File: src/rtl/effect_sequencer.sv
// Effect sequencer: passes each codec sample through the enabled effect slots in order,
// bypassing any slot that fails to answer within TIMEOUT cycles.
module effect_sequencer #(
    parameter int DATA_WIDTH = 16,
    parameter int NUM_FX     = 4,
    parameter int TIMEOUT    = 4096
) (
    input  logic                         clk,
    input  logic                         rst,
    input  logic [DATA_WIDTH-1:0]        sample_in,
    input  logic                         sample_valid,
    input  logic [NUM_FX-1:0]            fx_enable,
    input  logic                         save_enable,
    input  logic [NUM_FX-1:0]            fx_done,
    input  logic [NUM_FX*DATA_WIDTH-1:0] fx_result,
    output logic [NUM_FX-1:0]            fx_cs,
    output logic [NUM_FX-1:0]            fx_my_turn,
    output logic [DATA_WIDTH-1:0]        fx_data,
    output logic                         fx_should_save,
    output logic [DATA_WIDTH-1:0]        sample_out,
    output logic                         sample_out_valid,
    output logic                         busy,
    output logic                         overrun,
    output logic [NUM_FX-1:0]            fx_timeout
);

    localparam int IDX_W = $clog2(NUM_FX + 1);
    localparam int CNT_W = $clog2(TIMEOUT + 1);
    localparam logic [IDX_W-1:0] IDX_END  = IDX_W'(NUM_FX);
    localparam logic [CNT_W-1:0] CNT_LAST = CNT_W'(TIMEOUT - 1);

    typedef enum logic [1:0] {
        IDLE   = 2'd0,
        SELECT = 2'd1,
        WAIT   = 2'd2
    } state_t;

    state_t                  state_q, state_d;
    logic [IDX_W-1:0]        idx_q, idx_d;
    logic [DATA_WIDTH-1:0]   cur_q, cur_d;
    logic [NUM_FX-1:0]       en_q, en_d;
    logic                    save_q, save_d;
    logic [NUM_FX-1:0]       turn_q, turn_d;
    logic [CNT_W-1:0]        cnt_q, cnt_d;
    logic [DATA_WIDTH-1:0]   out_q, out_d;
    logic                    out_valid_q, out_valid_d;
    logic                    busy_q, busy_d;
    logic                    overrun_q, overrun_d;
    logic [NUM_FX-1:0]       timeout_q, timeout_d;
    logic [NUM_FX-1:0]       done_prev_q;

    // One-hot of the current slot; all-zero once idx has walked past the last slot.
    logic [NUM_FX-1:0]       slot_sel_s;
    logic                    slot_en_s;
    logic                    done_edge_s;
    logic [DATA_WIDTH-1:0]   slot_result_s;

    assign slot_sel_s    = NUM_FX'(1) << idx_q;
    assign slot_en_s     = |(en_q & slot_sel_s);
    assign done_edge_s   = |(fx_done & ~done_prev_q & slot_sel_s);
    assign slot_result_s = DATA_WIDTH'(fx_result >> (DATA_WIDTH * idx_q));

    // Next-state and datapath decisions for the slot walk.
    always_comb begin
        state_d     = state_q;
        idx_d       = idx_q;
        cur_d       = cur_q;
        en_d        = en_q;
        save_d      = save_q;
        turn_d      = turn_q;
        cnt_d       = cnt_q;
        out_d       = out_q;
        out_valid_d = 1'b0;
        timeout_d   = timeout_q;
        overrun_d   = overrun_q | (sample_valid & (state_q != IDLE));
        case (state_q)
            IDLE: begin
                if (sample_valid) begin
                    cur_d   = sample_in;
                    idx_d   = {IDX_W{1'b0}};
                    en_d    = fx_enable;
                    save_d  = save_enable;
                    state_d = SELECT;
                end else begin
                    state_d = IDLE;
                end
            end
            SELECT: begin
                if (idx_q == IDX_END) begin
                    out_d       = cur_q;
                    out_valid_d = 1'b1;
                    state_d     = IDLE;
                end else if (slot_en_s) begin
                    turn_d  = slot_sel_s;
                    cnt_d   = {CNT_W{1'b0}};
                    state_d = WAIT;
                end else begin
                    idx_d = idx_q + IDX_W'(1);
                end
            end
            WAIT: begin
                // A done edge beats a timeout landing in the same cycle.
                if (done_edge_s) begin
                    cur_d   = slot_result_s;
                    turn_d  = {NUM_FX{1'b0}};
                    idx_d   = idx_q + IDX_W'(1);
                    state_d = SELECT;
                end else if (cnt_q == CNT_LAST) begin
                    timeout_d = timeout_q | slot_sel_s;
                    turn_d    = {NUM_FX{1'b0}};
                    idx_d     = idx_q + IDX_W'(1);
                    state_d   = SELECT;
                end else begin
                    cnt_d = cnt_q + CNT_W'(1);
                end
            end
            default: begin
                state_d = IDLE;
            end
        endcase
        busy_d = (state_d != IDLE);
    end

    // State and output registers.
    always_ff @(posedge clk or posedge rst) begin
        if (rst) begin
            state_q     <= IDLE;
            idx_q       <= {IDX_W{1'b0}};
            cur_q       <= {DATA_WIDTH{1'b0}};
            en_q        <= {NUM_FX{1'b0}};
            save_q      <= 1'b0;
            turn_q      <= {NUM_FX{1'b0}};
            cnt_q       <= {CNT_W{1'b0}};
            out_q       <= {DATA_WIDTH{1'b0}};
            out_valid_q <= 1'b0;
            busy_q      <= 1'b0;
            overrun_q   <= 1'b0;
            timeout_q   <= {NUM_FX{1'b0}};
            done_prev_q <= {NUM_FX{1'b0}};
        end else begin
            state_q     <= state_d;
            idx_q       <= idx_d;
            cur_q       <= cur_d;
            en_q        <= en_d;
            save_q      <= save_d;
            turn_q      <= turn_d;
            cnt_q       <= cnt_d;
            out_q       <= out_d;
            out_valid_q <= out_valid_d;
            busy_q      <= busy_d;
            overrun_q   <= overrun_d;
            timeout_q   <= timeout_d;
            done_prev_q <= fx_done;
        end
    end

    assign fx_cs            = en_q;
    assign fx_my_turn       = turn_q;
    assign fx_data          = cur_q;
    assign fx_should_save   = save_q;
    assign sample_out       = out_q;
    assign sample_out_valid = out_valid_q;
    assign busy             = busy_q;
    assign overrun          = overrun_q;
    assign fx_timeout       = timeout_q;

endmodule

File: config.mk
export PLATFORM = sky130hd
export DESIGN_NAME = effect_sequencer
export DESIGN_NICKNAME = d
export VERILOG_FILES = /design/src/rtl/effect_sequencer.sv
export SDC_FILE = /design/constraint.sdc
export NUM_CORES = 1
export LEC_CHECK = 0
export BUFFER_PORTS_ARGS = -buffer_cell sky130_fd_sc_hd__buf_2
export CAP_MARGIN = 25
export CORE_ASPECT_RATIO = 0.5
export CORE_UTILIZATION = 45
export DETAILED_ROUTE_END_ITERATION = 12
export PLACE_DENSITY = 0.82
export RECOVER_POWER = 25
export SETUP_SLACK_MARGIN = 0.4
export SKIP_LAST_GASP = 1
export SYNTH_ARGS = -nofsm -noshare
export SYNTH_HDL_FRONTEND = slang
export SYNTH_SLANG_ARGS = --single-unit
File: constraint.sdc
create_clock -name clk -period 7.7 [get_ports clk]
set_input_delay 0.385 -clock clk [delete_from_list [all_inputs] [get_ports clk]]
set_output_delay 0.385 -clock clk [all_outputs]
set_load 0.02 [all_outputs]
======== After elaboration in Yosys (flattened, before gate mapping) ========
Index checks and enable logic that the tools add are counted.
word-level totals
  flip-flop bits (word level) ............. 70
  bits of input ports ..................... 92
  output and inout port bits .............. 48
  word-level logic and storage cells ...... 79
cells by class
  add/subtract/negate cells ............... 2
  equal/unequal tests ..................... 12
  shifts and indexed selects .............. 2
  mux-type cells .......................... 27
  bitwise gates (word level) .............. 8
  reduce and logical (&&, ||, !) cells .... 15
operator list
  kind                                                                     number
  64-bit by 7-bit >> shifter with 16-bit output                            1
  13-bit 2-to-1 mux                                                        4
  16-bit 2-to-1 mux                                                        2
  16-bit one-hot mux with 2 select lines                                   1
  13-bit one-hot mux with 2 select lines                                   1
  4-bit 2-to-1 mux                                                         4
  3-bit 2-to-1 mux                                                         5
  2-bit != test, second input constant                                     7
  13-bit by 1-bit adder with 13-bit output, second input constant          1
  13-bit by 12-bit equality test with 1-bit output, second input constant  1
  4-bit AND                                                                3
  5-bit AND reduction                                                      2
  3-bit one-hot mux with 3 select lines                                    1
  2-bit 2-to-1 mux                                                         4
  4-bit one-hot mux with 2 select lines                                    1
  2-bit nonzero test                                                       4
  4-bit OR reduction                                                       2
  2-bit one-hot mux with 3 select lines                                    1
  3-bit AND reduction                                                      2
  4-bit inverter                                                           1
  4-bit bitwise OR                                                         1
  2-bit AND reduction                                                      2
  4-bit AND reduction                                                      1
  1-bit by 3-bit left shift with 4-bit output, first input constant        1
  other kinds (11)                                                         13

======== Longest topological paths before layout ========
Gate-level depths: netlist of run 1.
  depth after elaboration ................. 7
  gate-level depth with buffers ........... 11
  mapped depth without buffers ............ 7

======== Worst setup path before layout of run 1 ========
Ideal clock, no wire load.
  kind .................................... reg2reg
  from .................................... register idx_q[1]
  to ...................................... register cnt_q[11]
  library setup time ...................... 0.078 ns
  data arrival time ....................... 2.798 ns
  required time ........................... 7.622 ns
  slack ................................... 4.825 ns
  stages on the path, launching flop included .. 11
  clock period less this slack ............ 2.875 ns
  path through ............................ dfrtp_1 -> clkbuf_1 -> buf_1 -> inv_1 -> ha_1 -> nor4bb_1 -> nor4_4 -> a21oi_2 -> buf_2 -> or4_1 -> a21boi_1
between the ends
  longest elaborated chain between the ends .. 5
  elaborated cells on any way between the ends .. 10
  classes of those cells .................. 4 x eq/ne; 1 x shift; 2 x bitwise; 3 x reduce/logical
RTL lines
  what                                         line    source
  from (decl)                                  39      logic [IDX_W-1:0] idx_q, idx_d;
  from (signal assigned)                       128     idx_q <= {IDX_W{1'b0}};
  from (signal assigned)                       142     idx_q <= idx_d;
  1-bit by 3-bit left shift with 4-bit output  58      assign slot_sel_s = NUM_FX'(1) << idx_q;
  4-bit AND (on tied branches)                 60, 59
  4-bit OR reduction (on tied branches)        60, 59
  2-bit != test (no source line)               n/a
  5-bit AND reduction (no source line) (*)     n/a
  to (signal assigned)                         133     cnt_q <= {CNT_W{1'b0}};
  to (signal assigned)                         147     cnt_q <= cnt_d;
  to (decl)                                    44      logic [CNT_W-1:0] cnt_q, cnt_d;
Every way passes the cells marked *; elsewhere a longest branch is shown, timed or not.
A chain may end at the register's enable or synchronous reset.

==> metrics.csv, run 1 <==
metric;value;unit
Rows;22;
VDD IR max;0.219;mV
count of different cell masters after synthesis;48;
Post-Synth Simple-Gate Area;12.7;%
Pleak;2.32;nW
fin cells;566;
status;finished with violations;
actual slew at the worst max-slew pin;3.67;ns
Worst Path Class, Setup;in2async;
postcts setup bufs;0;
placed cells;551;
gr usage total;22.2;%
xor/xnor share of the synthesized area;0;%
post-DR vias/cell;5.39;
post-synthesis register bit count;70;
Routed WL;8.75;mm
Worst Setup SP;rst;
Synth Instances;317;
RePlAce Congestion;0.833;
fin area;4720;um2
number of cells on the worst hold path;1;
# H-tree levels;3;
Ports;140;
Arr. time, crit path;3.13;ns
crit path max fanout;70;
Logic pwr share;45.1;%
Slew Viols, Final;71;
CTS Root Cell;clkbuf_16;
diode count;0;
mux cell area share after synthesis;18.4;%
CTS Buf Count;9;
Hold/Removal Path Class;in2reg;
via count;3053;
DP Area;4440;um2
worst skew pair latency;0.32;ns
Post-synth EDFFs;0;
Tcrit/Tclk final;46.1;%
Filler Cells Inserted;595;
router iterations before antenna repair;4;
vias in the first global route;2916;
initial antenna violation count;0;
crit end category;async pin;
largest family of logic cells by synthesized area;multiplexers;
violated checks;capacitance limit, slew limit;
DR iter-0 viols;212;
Synth Cell Area;3630;um2
Hold WS;0.186;ns
# port buffers;139;
Max Root-Sink Buffers;2;
Routed wire per std cell;15.5;um
Avg Inst Size Synth;11.5;um2
P per Cell Area;377;nW/um2
Slew headroom;-145;%
Yosys Warn Count;0;
Hold Fails Final Rpt;0;
path depth of the worst reg2reg path;7;
worst r2r src;idx_q[1];
final setup TNS;0;ns
DPL Wire Length;6.37;mm
Reg power frac;32.8;%
worst hold start;fx_done[3];
RR Endpoint;cnt_q[10];
Net Sw Frac;39.2;%
asr flop ratio synth;100;%
share of layout cells above drive strength 1;43.0;%
final core utilization;62.3;%
Area Overhead vs Synth;29.8;%
r2r setup slk;4.45;ns
die width;129;um
core area;7570;um2
internal power;1.08;mW
first-pass GRT wire length;14.4;mm
final setup fails;0;
cts hold-fix bufs;0;
CTS tree;done;
Worst Path Required;7.28;ns
CTS Sinks;70;
register area share after synthesis;48.2;%
post-CTS sizing;0;
Die H;65.6;um
largest net degree at the start of global routing;71;
Max Clk Rate;0.282;GHz
Nets;556;
min cycle time layout;3.55;ns
Synth Flop Type;dfrtp_1;
syn nets;419;
post-route ant nets;0;
Compound-Gate Fraction of Synth Area;13.5;%
max_cap viols;1;
Clk network pwr share;22.1;%
P_sw;0.698;mW
Hold EP;done_prev_q[3];
CP Launch Type;primary input;
adder-cell share of the synthesized area;3.44;%
Clk pin slew, worst setup/hold paths;0.05;ns
Die ar.;8460;um2
Final Skew;0.00410;ns
initial core utilization;48.0;%
grt ovf;0;
DR DRC count;0;
RSZ-0062 raised after global routing;false;
==> cells in the final DEF, fill, tap and decap left out, types with 3 or more instances in the layout <==
| master | instances |
|---|---|
| a21o_1 | 6 |
| a21oi_1 | 17 |
| a22oi_1 | 17 |
| and3_1 | 3 |
| buf_2 | 139 |
| buf_4 | 4 |
| clkbuf_1 | 5 |
| clkbuf_16 | 9 |
| dfrtp_1 | 70 |
| ha_1 | 10 |
| inv_1 | 14 |
| mux2_2 | 22 |
| mux2i_1 | 6 |
| mux4_2 | 16 |
| nand2_1 | 18 |
| nand3_1 | 12 |
| nand3b_1 | 3 |
| nor2_1 | 25 |
| nor3_1 | 3 |
| nor4_1 | 4 |
| nor4bb_1 | 3 |
| o21ai_0 | 9 |
| o31ai_1 | 4 |
| or4_1 | 4 |
==> worst max-delay path by stage <==
stage	to	depth (start not counted)	slack, ns
6_report	fx_data[2]	3	4.15
5_1_grt	sample_out[14]	3	3.30
4_1_cts	cnt_q[10]	7	4.44
3_5_place_dp	cnt_q[10]	7	4.47
3_3_place_gp	cnt_q[12]	7	4.28
2_1_floorplan	cnt_q[11]	10	4.82
==> state kept, by name, summed over array words and instances (netlist names) <==
name and cells:
sample_out 16, idx_q 3, fx_cs 4, overrun 1
state_q 2, fx_data 16, fx_should_save 1, fx_my_turn 4
done_prev_q 4, cnt_q 13, sample_out_valid 1, fx_timeout 4
busy 1
==> layer usage <==
layer	vias to the layer above	part of all wire (%)	GRT usage, %
li1	1451	-	-
met1	1480	43	28.2
met2	108	49	36.2
met3	14	6.5	6.60
met4	0	1.5	8.09
met5	-	0	0
==> worst max-delay path: stages <==
cell      delay [ns]
buf_2           0.09
inv_1           0.04
clkbuf_1        2.57
==> cells in the mapped netlist, drive strengths merged (2+ instances only) <==
library cell	instances	area [um2]
a211oi	2	15.0
clkbuf	10	37.5
o21ai	9	45.0
mux2	22	248
nand3	12	60.1
mux2i	6	60.1
inv	14	52.6
mux4	16	360
a221oi	2	17.5
and3	3	18.8
nand3b	3	22.5
o211ai	2	15.0
or4	4	30.0
o21bai	2	15.0
nor2	25	93.8
a21oi	18	93.8
nor4bb	3	30.0
nor4	5	46.3
a21o	6	45.0
o31ai	4	30.0
nand2	18	67.6
buf	9	46.3
ha	10	125
a22oi	17	128
a21boi	2	15.0
and2	2	12.5
nor3	3	15.0
dfrtp	70	1750
o41ai	2	17.5
nand2b	2	12.5
==> cells by family (layout without fill, tap and decap cells) <==
logic type,count (synthesis),count (layout)
AND/OR/NAND/NOR,87,87
flip-flops,70,70
multiplexers,44,44
adder cells (fa/ha/maj),10,10
AO/OA/AOI/OAI,73,73
buffers and inverters,33,174
==> layout make-up <==
cell class / count / area (um2) / share of cell area, %
Timing Repair Buffer: 145 / 744 / 15.8
Tap cell: 108 / 135 / 2.86
Multi-Input combinational cell: 214 / 1750 / 37.1
Clock buffer: 14 / 254 / 5.38
Inverter: 14 / 52.6 / 1.11
Sequential cell: 70 / 1750 / 37.1
Clock inverter: 1 / 30.0 / 0.636
==> metrics by stage <==
| step | setup slack (ns) | total power [mW] |
|---|---|---|
| floorplan | 4.82 | 1.15 |
| global placement | 4.28 | 1.36 |
| detailed placement | 4.47 | 1.39 |
| CTS | 4.44 | 1.79 |
| global route | 3.30 | 1.90 |
| finish | 4.15 | 1.78 |
==> power by group through the flow <==
stage	combinational (mW)	sequential [mW]	clock, mW
after detailed placement	0.802	0.589	0
after global routing	0.880	0.603	0.417
after CTS	0.809	0.585	0.398
final	0.802	0.584	0.393
after floorplan	0.462	0.684	0
after global placement	0.771	0.594	0
No activity file was read; power rests on OpenSTA's default activity.
==> inputs of run 2 (changes only) <==
- clock period: 7.7 -> 3.65 ns (I/O delays scaled with it)
==> metrics.csv, run 2 (synthesis gave the netlist of run 1 again) <==
metric;value;unit;change
postcts setup bufs;0;;unchanged
Routed wire per std cell;15.8;um;was 15.5 um
# H-tree levels;3;;unchanged
Rows;22;;unchanged
CP Launch Type;flip-flop;;was primary input
Top Usage Layer GRT;met2;;unchanged
initial antenna violation count;0;;unchanged
Die H;65.6;um;unchanged
Crit path largest cell delay;0.55;ns;was 2.57 ns
Slew Viols, Final;0;;was 71
Arr. time, crit path;3.11;ns;was 3.13 ns
Worst Path Class, Setup;reg2reg;;was in2async
RSZ-0062 raised after global routing;false;;unchanged
actual slew at the worst max-slew pin;0.933;ns;was 3.67 ns
# port buffers;139;;unchanged
VDD IR max;0.432;mV;was 0.219 mV
Power Total;3.75;mW;was 1.78 mW
post-route ant nets;0;;unchanged
Clk pin slew, worst setup/hold paths;0.06;ns;was 0.05 ns
min cycle time layout;2.91;ns;
number of cells on the worst hold path;2;;was 1
diode count;0;;unchanged
final setup fails;0;;unchanged
Buf/Inv on CP;1;;was 3
Pleak;2.35;nW;was 2.32 nW
first-pass GRT wire length;14.6;mm;was 14.4 mm
worst skew pair latency;0.32;ns;about the same
crit end category;flip-flop;;was async pin
initial core utilization;48.0;%;unchanged
CTS Root Cell;clkbuf_16;;unchanged
die width;129;um;unchanged
Max Root-Sink Buffers;2;;unchanged
slowest CP cell;dfrtp_1;;was clkbuf_1
met1 Usage GRT;28.3;%;was 28.2%
max_cap viols;0;;was 1
DP Area;4440;um2;unchanged
met2 GRT Util;38.2;%;was 36.2%
post-DR vias/cell;5.48;;was 5.39
share of layout cells above drive strength 1;43.1;%;was 43.0%
cell depth of the worst setup path;7;;was 3
RePlAce Congestion;0.861;;was 0.833
post-CTS sizing;0;;unchanged
Tcrit/Tclk final;79.8;%;
Final Skew;0.00668;ns;was 0.00410 ns
core area;7570;um2;unchanged
final core utilization;63.3;%;was 62.3%
final setup TNS;0;ns;unchanged
DPL Wire Length;6.62;mm;was 6.37 mm
largest net degree at the start of global routing;51;;was 71
path depth of the worst reg2reg path;7;;unchanged
Worst Path Required;3.84;ns;was 7.28 ns
Ports;140;;unchanged
grt ovf;0;;unchanged
CTS Sinks;70;;unchanged
status;finished, final reports clean;;was finished with violations
Hold Fails Final Rpt;0;;unchanged
Area Overhead vs Synth;31.8;%;was 29.8%
most frequent cells in the layout;buf_2 (135), dfrtp_1 (70), nor2_1 (25);;was buf_2 (139), dfrtp_1 (70), nor2_1 (25)
gr usage total;22.7;%;was 22.2%
CTS tree;done;;unchanged
Filler Cells Inserted;606;;was 595
fin area;4790;um2;was 4720 um2
Nets;563;;was 556
CTS Buf Count;9;;unchanged
Slew headroom;37.6;%;was -145%
crit path max fanout;12;;was 70
M3 GR Usage;6.27;%;was 6.60%
critical path's top delay family;simple AND/OR/NAND/NOR gates;;was buffers and inverters
Max Clk Rate;0.343;GHz;
Routed WL;9.10;mm;was 8.75 mm
vias in the first global route;2919;;was 2916
Hold/Removal Path Class;in2reg;;unchanged
via count;3145;;was 3053
Die ar.;8460;um2;unchanged
DR iter-0 viols;185;;was 212
P per Cell Area;783;nW/um2;was 377 nW/um2
commonest non-fill, non-tap cell in the layout;buf_2;;unchanged
DR DRC count;0;;unchanged
router iterations before antenna repair;4;;unchanged
Cell Chain, Critical Path;inv_1, ha_1, and3b_1, nor4_4, a21oi_2, or2_2, o41ai_1;;was buf_2, inv_1, clkbuf_1
[run 2: changes by cell type in the layout (fill, tap and decap cells not counted)]
cell           delta
clkinvlp_4        +2
buf_8             -1
buf_2             -4
buf_12            +1
dlygate4sd3_1     +5
clkbuf_1          -1
bufinv_16         -1
clkinv_4          +1
clkbuf_8          +1
clkinv_2          +2
buf_4             +3
[run 2: power breakdown]
group          switching (mW)  internal, mW  leakage, nW
registers               0.169          1.03        0.881
clock network           0.314         0.495        0.138
logic                    1.04         0.709         1.33
total                    1.52          2.23         2.35
[run 2: metrics by stage]
stage	hold slack [ns]	std cells	setup slack (ns)
after floorplan	0.214	317	0.775
after global placement	0.309	552	1.07
after detailed placement	0.313	552	0.897
after CTS	0.0927	572	0.812
after global routing	0.0943	574	0.508
final	0.0974	574	0.737
[run 2: worst paths after layout]
kind | start | to | slack, ns
min in group asynchronous | rst | cnt_q[3] | 0.35
max reg2reg | idx_q[2] | cnt_q[9] | 0.74
max in group asynchronous | rst | done_prev_q[1] | 2.44
min | fx_enable[0] | fx_cs[0] | 0.1
min reg2reg | fx_timeout[1] | fx_timeout[1] | 0.45
max | idx_q[2] | cnt_q[9] | 0.74
[run 2: per-layer routing]
layer  vias to the layer above  routed length, um
met2                       124               4490
met1                      1535               3900
li1                       1463                  -
met4                         0                183
met5                         -                  0
met3                        23                527
[run 2: timing repair]
item,4_1_cts,5_1_grt
hold buffers,4,1
endpoints found under the hold margin,4,5
endpoints found under the setup margin,0,0
[run 2: area by class of cell]
type | instances | area (um2) | area share (%)
clock inverter | 5 | 33.8 | 0.705
sequential | 70 | 1750 | 36.6
inverter | 14 | 52.6 | 1.10
timing repair buffer | 152 | 813 | 17.0
multi-input combinational | 214 | 1750 | 36.5
clock buffer | 11 | 253 | 5.28
tap | 108 | 135 | 2.82
